**config.mk**
```make
export PLATFORM = sky130hd
export DESIGN_NAME = decimator_acc
export DESIGN_NICKNAME = d
export VERILOG_FILES = /design/src/rtl/decimator_acc.sv
export SDC_FILE = /design/constraint.sdc
export NUM_CORES = 1
export LEC_CHECK = 0
export CORE_MARGIN = 3
export CORE_UTILIZATION = 52
export CTS_CLUSTER_SIZE = 25
export DETAILED_ROUTE_END_ITERATION = 12
export PLACE_DENSITY = 0.83
export SLEW_MARGIN = 20
export SYNTH_ARGS = -nofsm -noshare
export SYNTH_HDL_FRONTEND = slang
export SYNTH_SLANG_ARGS = --single-unit
```
**constraint.sdc**
```tcl
create_clock -name clk -period 4.8 [get_ports clk]
set_clock_uncertainty 0.15 [all_clocks]
set_input_delay 0.96 -clock clk [delete_from_list [all_inputs] [get_ports clk]]
set_output_delay 0.96 -clock clk [all_outputs]
set_load 0.02 [all_outputs]
```
**src/rtl/decimator_acc.sv**
```systemverilog
// decimator_acc
// -------------
// Integrate-and-dump decimator. It sums N = 2^Reff unsigned input samples
// into one frame result and presents the full sum and the truncated average
// (sum >> Reff). Reff is min(cfg_log2r, MAX_LOG2R) and is latched on the
// first sample of each frame.
//
// Ports
//   clk        : clock, all logic on the rising edge
//   rst        : synchronous active-high reset; it overrides every other input
//   cfg_log2r  : requested log2 decimation ratio; values above MAX_LOG2R clamp
//   sync       : discards the partial frame; a sample given with it is sample 1
//   in_valid   : qualifies in_data; the input has no backpressure
//   in_data    : unsigned input sample
//   out_valid  : out_data/out_sum hold a result that has not been consumed
//   out_ready  : consumer accepts the result
//   out_data   : truncated frame average
//   out_sum    : full frame sum
//   overrun    : sticky; an unconsumed result was overwritten
//   ovr_clr    : clears overrun; a simultaneous overwrite wins
//
// Output handshake: the result transfers on any rising edge where
// out_valid && out_ready. out_valid then drops unless a new result loads in
// the same cycle. A new result always loads, even if the old one is still
// pending. Overwriting a pending result without a handshake sets overrun.
module decimator_acc #(
  parameter int DATA_W    = 12,
  parameter int MAX_LOG2R = 9,
  localparam int ACC_W    = DATA_W + MAX_LOG2R
) (
  input  logic              clk,
  input  logic              rst,
  input  logic [3:0]        cfg_log2r,
  input  logic              sync,
  input  logic              in_valid,
  input  logic [DATA_W-1:0] in_data,
  output logic              out_valid,
  input  logic              out_ready,
  output logic [DATA_W-1:0] out_data,
  output logic [ACC_W-1:0]  out_sum,
  output logic              overrun,
  input  logic              ovr_clr
);

  // The counter holds 0..N-1. One extra bit lets the frame length itself
  // (up to 2^MAX_LOG2R) be represented when it is compared.
  localparam int CNT_W = MAX_LOG2R + 1;

  logic [ACC_W-1:0]  acc_q, acc_d;
  logic [CNT_W-1:0]  cnt_q, cnt_d;
  logic [3:0]        reff_q, reff_d;
  logic              out_valid_q, out_valid_d;
  logic [DATA_W-1:0] out_data_q, out_data_d;
  logic [ACC_W-1:0]  out_sum_q, out_sum_d;
  logic              overrun_q, overrun_d;

  logic [3:0]        cfg_clamped;
  logic              frame_start;
  logic [3:0]        reff_cur;
  logic [CNT_W-1:0]  cnt_base;
  logic [CNT_W-1:0]  cnt_inc;
  logic [ACC_W-1:0]  acc_base;
  logic [ACC_W-1:0]  sum;
  logic              frame_done;

  assign cfg_clamped = (cfg_log2r > 4'(MAX_LOG2R)) ? 4'(MAX_LOG2R) : cfg_log2r;

  // A sample starts a frame when nothing has been accumulated yet, or when
  // sync discards the partial frame in the same cycle. The ratio that sample
  // latches applies to its own frame immediately.
  assign frame_start = (cnt_q == '0) || sync;
  assign reff_cur    = (in_valid && frame_start) ? cfg_clamped : reff_q;

  assign cnt_base = sync ? '0 : cnt_q;
  assign acc_base = sync ? '0 : acc_q;
  assign sum      = acc_base + ACC_W'(in_data);
  assign cnt_inc  = cnt_base + CNT_W'(1);

  // The Nth sample closes the frame. Its own value is included in the sum.
  assign frame_done = in_valid && (cnt_inc == (CNT_W'(1) << reff_cur));

  always_comb begin
    acc_d       = acc_q;
    cnt_d       = cnt_q;
    reff_d      = reff_q;
    out_valid_d = out_valid_q;
    out_data_d  = out_data_q;
    out_sum_d   = out_sum_q;
    overrun_d   = overrun_q;

    if (sync) begin
      acc_d = '0;
      cnt_d = '0;
    end

    if (in_valid) begin
      reff_d = reff_cur;
      if (frame_done) begin
        acc_d = '0;
        cnt_d = '0;
      end else begin
        acc_d = sum;
        cnt_d = cnt_inc;
      end
    end

    if (frame_done) begin
      out_valid_d = 1'b1;
      out_sum_d   = sum;
      out_data_d  = DATA_W'(sum >> reff_cur);
    end else if (out_valid_q && out_ready) begin
      out_valid_d = 1'b0;
    end

    // The set condition takes priority over the clear.
    if (frame_done && out_valid_q && !out_ready) begin
      overrun_d = 1'b1;
    end else if (ovr_clr) begin
      overrun_d = 1'b0;
    end
  end

  always_ff @(posedge clk) begin
    if (rst) begin
      acc_q       <= '0;
      cnt_q       <= '0;
      reff_q      <= '0;
      out_valid_q <= 1'b0;
      out_data_q  <= '0;
      out_sum_q   <= '0;
      overrun_q   <= 1'b0;
    end else begin
      acc_q       <= acc_d;
      cnt_q       <= cnt_d;
      reff_q      <= reff_d;
      out_valid_q <= out_valid_d;
      out_data_q  <= out_data_d;
      out_sum_q   <= out_sum_d;
      overrun_q   <= overrun_d;
    end
  end

  assign out_valid = out_valid_q;
  assign out_data  = out_data_q;
  assign out_sum   = out_sum_q;
  assign overrun   = overrun_q;

endmodule

```
# After elaboration in Yosys (flattened, before gate mapping)
# Index checks and enable logic that the tools add are counted.
[word_totals]
input_bits = 22
regBits = 70
wordCells = 35
out_inout_bits = 35
[op_classes]
reduce_logical = 10
n_lt_le_gt_ge = 1
shifts = 2
eq_ne = 1
addsub = 2
n_mux = 12
[op_table]
columns = ["cell", "n"]
rows = [
  ["two-way mux 21 bit", 3],
  ["two-way mux 10 bit", 3],
  ["adder 21 x 12 -> 21 bit", 1],
  ["right shift 21 x 4 -> 12 bit", 1],
  ["adder 10 x 1 -> 10 bit (second input constant)", 1],
  ["== test 10 bit", 1],
  ["zero test 10 bit", 1],
  ["left shift 1 x 4 -> 10 bit (first input constant)", 1],
  ["two-way mux 4 bit", 2],
  ["logical AND 1 bit", 5],
  ["> comparator 4 bit (second input constant)", 1],
  ["two-way mux 1 bit", 4],
  ["nonzero test 2 bit", 2],
  ["zero test 1 bit", 1],
  ["logical OR 1 bit", 1],
]

# Depth between registers and ports, before layout
[depth]
word_depth = 10
mapped_depth = 17
depth_no_buf = 12

# Worst setup path after synthesis
# OpenSTA, ideal clock, no wires.
[synth_timing]
kind = "in2reg"
startpoint = "input sync"
endpoint = "register out_data_q[2], in the netlist out_data[2]"
t_required_ns = 4.520
cell_stages = 15
setup_slack_ns = -0.039
t_arrival_ns = 4.559
setup_time_ns = 0.130
path_cell_list = "clkbuf_1 -> clkbuf_1 -> clkbuf_1 -> nor2b_1 -> ha_1 -> fa_1 -> a211oi_1 -> o21ai_2 -> a31oi_1 -> nand3_1 -> a31o_2 -> mux2_2 -> o21a_1 -> a2111oi_2 -> nor3_1"
[synth_between]
elab_chain_cells = 6
[synth_rtl]
columns = ["item", "line_no", "text"]
rows = [
  ["start: declaration", "34", "input logic sync,"],
  ["parallel branches: the longest is 6 deep, another holds adder 21 x 12 -> 21 bit", "n/a", ""],
  ["end signal: assignment", "137", "out_data_q <= out_data_d;"],
  ["end: declaration", "53", "logic [DATA_W-1:0] out_data_q, out_data_d;"],
]
# Parallel ways; which one is timed is not known.
# A chain may end at the register's enable or synchronous reset.

# Worst setup path after layout
# Ends and elaborated chain as after synthesis.

==> reports/summary.log <==
INFO  worst_setup_path critPathTopFamily=compound AO/OA/AOI/OAI gates
INFO  power          max-vdd-ir-drop=148uV
INFO  global_routing gr-total-overflow=0
INFO  sta            fraction_of_the_cycle_the_final_worst_path_needs=0.971
INFO  route          via_count=5700
INFO  power          static_power_due_to_leakage=0.00239uW
INFO  route          post_drt_wl_per_cell=18.8um
INFO  logic_synthesis synth_top_flop_cell=sky130_fd_sc_hd__dfxtp_1
INFO  clock_tree     clock_pin_slew_of_the_registers_on_the_worst_case_setup_and_hold_paths=0.08ns
INFO  route          route.detailed.drc=0
INFO  worst_setup_path crit_required=4.87ns
INFO  worst_setup_path critPathMaxStageDelay=0.46ns
INFO  sta            finalCriticalPeriod=4.66ns
INFO  finish         area_growth=21.6%
INFO  logic_synthesis netlist_area=0.00526mm2
INFO  floorplan      io_pins=57
INFO  clock_tree     cts_hold_repair.buffers=0
INFO  finish         sequential_cell_area=0.00140mm2
INFO  clock_tree     cts_max_path_buffers=2
INFO  logic_synthesis postSynth.asyncResetShare=0
INFO  power          p_per_area=248mW/mm2
INFO  clock_tree     numCtsBuffers=9
INFO  route          dr.pass1.iters=5
INFO  finish         post-route-util=0.652
INFO  floorplan      die-area=0.0114mm2
INFO  finish         stdcell_area=0.00640mm2
INFO  floorplan      rows=36
INFO  sta            timing.fmax=214MHz
INFO  finish         most_common_cell_after_layout_fill_and_taps_aside=sky130_fd_sc_hd__nor2_1
INFO  sta            finalSetupTns=0ns
INFO  logic_synthesis ys_seq_area_frac=0.266
INFO  worst_setup_path critical_path.max_fanout=21
INFO  worst_setup_path cp_cell_sequence=clkdlybuf4s50_1 -> buf_4 -> buf_4 -> nor2b_1 -> ha_1 -> a21oi_1 -> o21ai_0 -> a221oi_1 -> nand3_1 -> mux2_2 -> mux2_2 -> o21a_1 -> a2111oi_2 -> nor3_1
INFO  route          wl=17000um
INFO  clock_tree     clk_latency=0.36ns
INFO  clock_tree     post_cts.resized_instances=0
INFO  worst_setup_path criticalPathCategory=primary input to register
INFO  finish         multiInputGateArea=0.00361mm2
INFO  run_status     status=finished, final reports clean
INFO  flow_run       timing.max_cap.violations=0
INFO  finish         count_of_nets_after_finishing=800
INFO  sta            worst_slew_margin_rel=0.371
INFO  route          detail-route-antenna-nets=0
INFO  worst_setup_path cpMaxStageDelayCell=sky130_fd_sc_hd__clkdlybuf4s50_1
INFO  worst_setup_path crit_path_end_kind=register
INFO  place          globalplace.congestion=0.982
INFO  route          avgViaCountPerCell=6.32
INFO  global_routing grt_antenna_before_repair=0
INFO  worst_setup_path critPathLaunchType=primary input
INFO  worst_setup_path critical_path_arrival=4.73ns
INFO  sta            timing.final.hold_violations=0
INFO  clock_tree     tritoncts=done
INFO  finish         most_frequent_cells_in_the_layout=sky130_fd_sc_hd__nor2_1, sky130_fd_sc_hd__nand2_1, sky130_fd_sc_hd__dfxtp_1, sky130_fd_sc_hd__a21oi_1, sky130_fd_sc_hd__buf_4
INFO  logic_synthesis syn_nets=720
INFO  logic_synthesis mean_post_synth_cell_area=7.69um2
INFO  sta            grt_setup_unrepaired=false
INFO  place          total_of_buffers_placed_on_input_and_output_ports=56
INFO  global_routing grt_start_max_net_pins=69
INFO  logic_synthesis synth_cells=684
INFO  global_routing gr-usage-all-layers=0.302
INFO  logic_synthesis netlist-cell-type-count=86
INFO  place          place_area=0.00622mm2
INFO  logic_synthesis ys_ff_latch=70
INFO  sta            setup-violations-final=0
INFO  hold_path      hold_path_class=register to register
INFO  finish         n_antenna_cell=0
INFO  finish         filler_cell_count=873
INFO  global_routing grt_pass1_wl=27500um
INFO  sta            timing.final.max_slew_violations=0
INFO  floorplan      start_util=0.536
INFO  floorplan      floorplan.die.height=107um
INFO  finish         drive_gt1_frac=0.146
INFO  worst_setup_path cp_num_buf_inv=3
INFO  route          detailedRoute.firstIterationViolations=503
INFO  sta            tightest_slew=0.937ns
INFO  clock_tree     cts.root.buffer_cell=sky130_fd_sc_hd__clkbuf_8
INFO  floorplan      design.core.area=0.00982mm2
INFO  place          detailedPlacementHpwl=12500um
INFO  clock_tree     postCtsSetupBuffers=0
INFO  power          fin_total_pwr=1590uW
INFO  logic_synthesis synth_enable_flop_cells=0
INFO  clock_tree     cts.htree.levels=3
INFO  logic_synthesis yosys_warnings=0
INFO  global_routing grt_pass1_vias=5503
INFO  floorplan      die-width=107um
INFO  clock_tree     cts_sinks=70
==> cell type report <==
| class | count | share of cell area |
|---|---|---|
| multi-input cells | 562 | 0.564 |
| inverters | 7 | 0.00411 |
| well taps | 133 | 0.0260 |
| clock inverters | 6 | 0.00704 |
| repair buffers | 114 | 0.159 |
| clock buffers | 10 | 0.0215 |
| flip-flops and latches | 70 | 0.219 |
==> through the flow <==
step / worst slack [ns] / std cells / hold slack [ns]
floorplan: 0.0551 / 684 / 0.315
detailed placement: -0.153 / 886 / 0.296
global route: 0.0347 / 902 / 0.323
CTS: 0.206 / 902 / 0.308
finish: 0.138 / 902 / 0.304
global placement: 0.00227 / 886 / 0.292
==> sequential cells by signal (all words and copies together), names as in the netlist <==
| name | flops |
|---|---|
| out_sum | 21 |
| acc_q | 21 |
| reff_q | 4 |
| overrun | 1 |
| out_data | 12 |
| cnt_q | 10 |
| out_valid | 1 |
==> worst paths after layout <==
path	cells past startpoint	slack, ns	end	startpoint
min	2	0.30	out_sum[14]$_SDFFE_PP0P_	out_sum[14]$_SDFFE_PP0P_
max	14	0.14	out_data[2]$_SDFFE_PP0P_	sync
min reg2reg	2	0.30	out_sum[14]$_SDFFE_PP0P_	out_sum[14]$_SDFFE_PP0P_
max reg2reg	11	1.00	out_sum[9]$_SDFFE_PP0P_	cnt_q[2]$_SDFF_PP0_
==> Yosys cell counts (all sizes together), types with 6 or more instances <==
cell / number / area share
nor3: 23 / 0.024
a221oi: 7 / 0.013
a21oi: 58 / 0.055
xnor2: 9 / 0.015
o211ai: 7 / 0.010
ha: 13 / 0.031
inv: 7 / 0.0050
and2: 20 / 0.024
nor2b: 24 / 0.029
a211oi: 8 / 0.012
a32o: 6 / 0.011
nor4: 8 / 0.016
or2: 6 / 0.0076
nand3: 23 / 0.022
dfxtp: 70 / 0.27
mux2: 9 / 0.019
o21ai: 24 / 0.024
a31oi: 19 / 0.023
mux2i: 24 / 0.046
buf: 22 / 0.028
nand2b: 12 / 0.014
clkbuf: 23 / 0.017
xor2: 11 / 0.018
nor2: 78 / 0.056
a22oi: 12 / 0.017
nand2: 79 / 0.058
a2111oi: 8 / 0.019
==> where the power goes <==
group / switching [uW] / internal (uW)
registers: 13.9 / 604
logic: 308 / 205
clock network: 254 / 203
==> layer usage <==
metal	GRT usage	share of wire	vias to the layer above
met2	0.499	0.47	263
met5	0	0	-
met1	0.378	0.42	2697
met3	0.0554	0.065	46
met4	0.148	0.040	0
li1	-	-	2694
==> kinds of logic (layout without fill, tap and decap cells) <==
group,count (synthesis),in the layout,synth area share
and+or+nand+nor,297,297,0.284
AOI/OAI and AO/OA,198,198,0.267
DFF,70,70,0.266
buffers and inverters,52,137,0.0492
muxes,33,33,0.0656
xor gates and xnor gates,20,20,0.0333
adders and majority gates,14,14,0.0347
==> worst reg2reg max path, stage by stage, from the launching register on <==
cell and delay, ns:
sky130_fd_sc_hd__dfxtp_1 0.39, sky130_fd_sc_hd__nor4_2 0.38, sky130_fd_sc_hd__a41o_1 0.31, sky130_fd_sc_hd__buf_4 0.16, sky130_fd_sc_hd__mux2_2 0.43, sky130_fd_sc_hd__o311a_1 0.35, sky130_fd_sc_hd__a311oi_1 0.36, sky130_fd_sc_hd__or2_4 0.21
sky130_fd_sc_hd__or3_1 0.41, sky130_fd_sc_hd__buf_4 0.34, sky130_fd_sc_hd__nand2_1 0.09, sky130_fd_sc_hd__a21oi_1 0.14
Power figures use the tool's default switching activity.
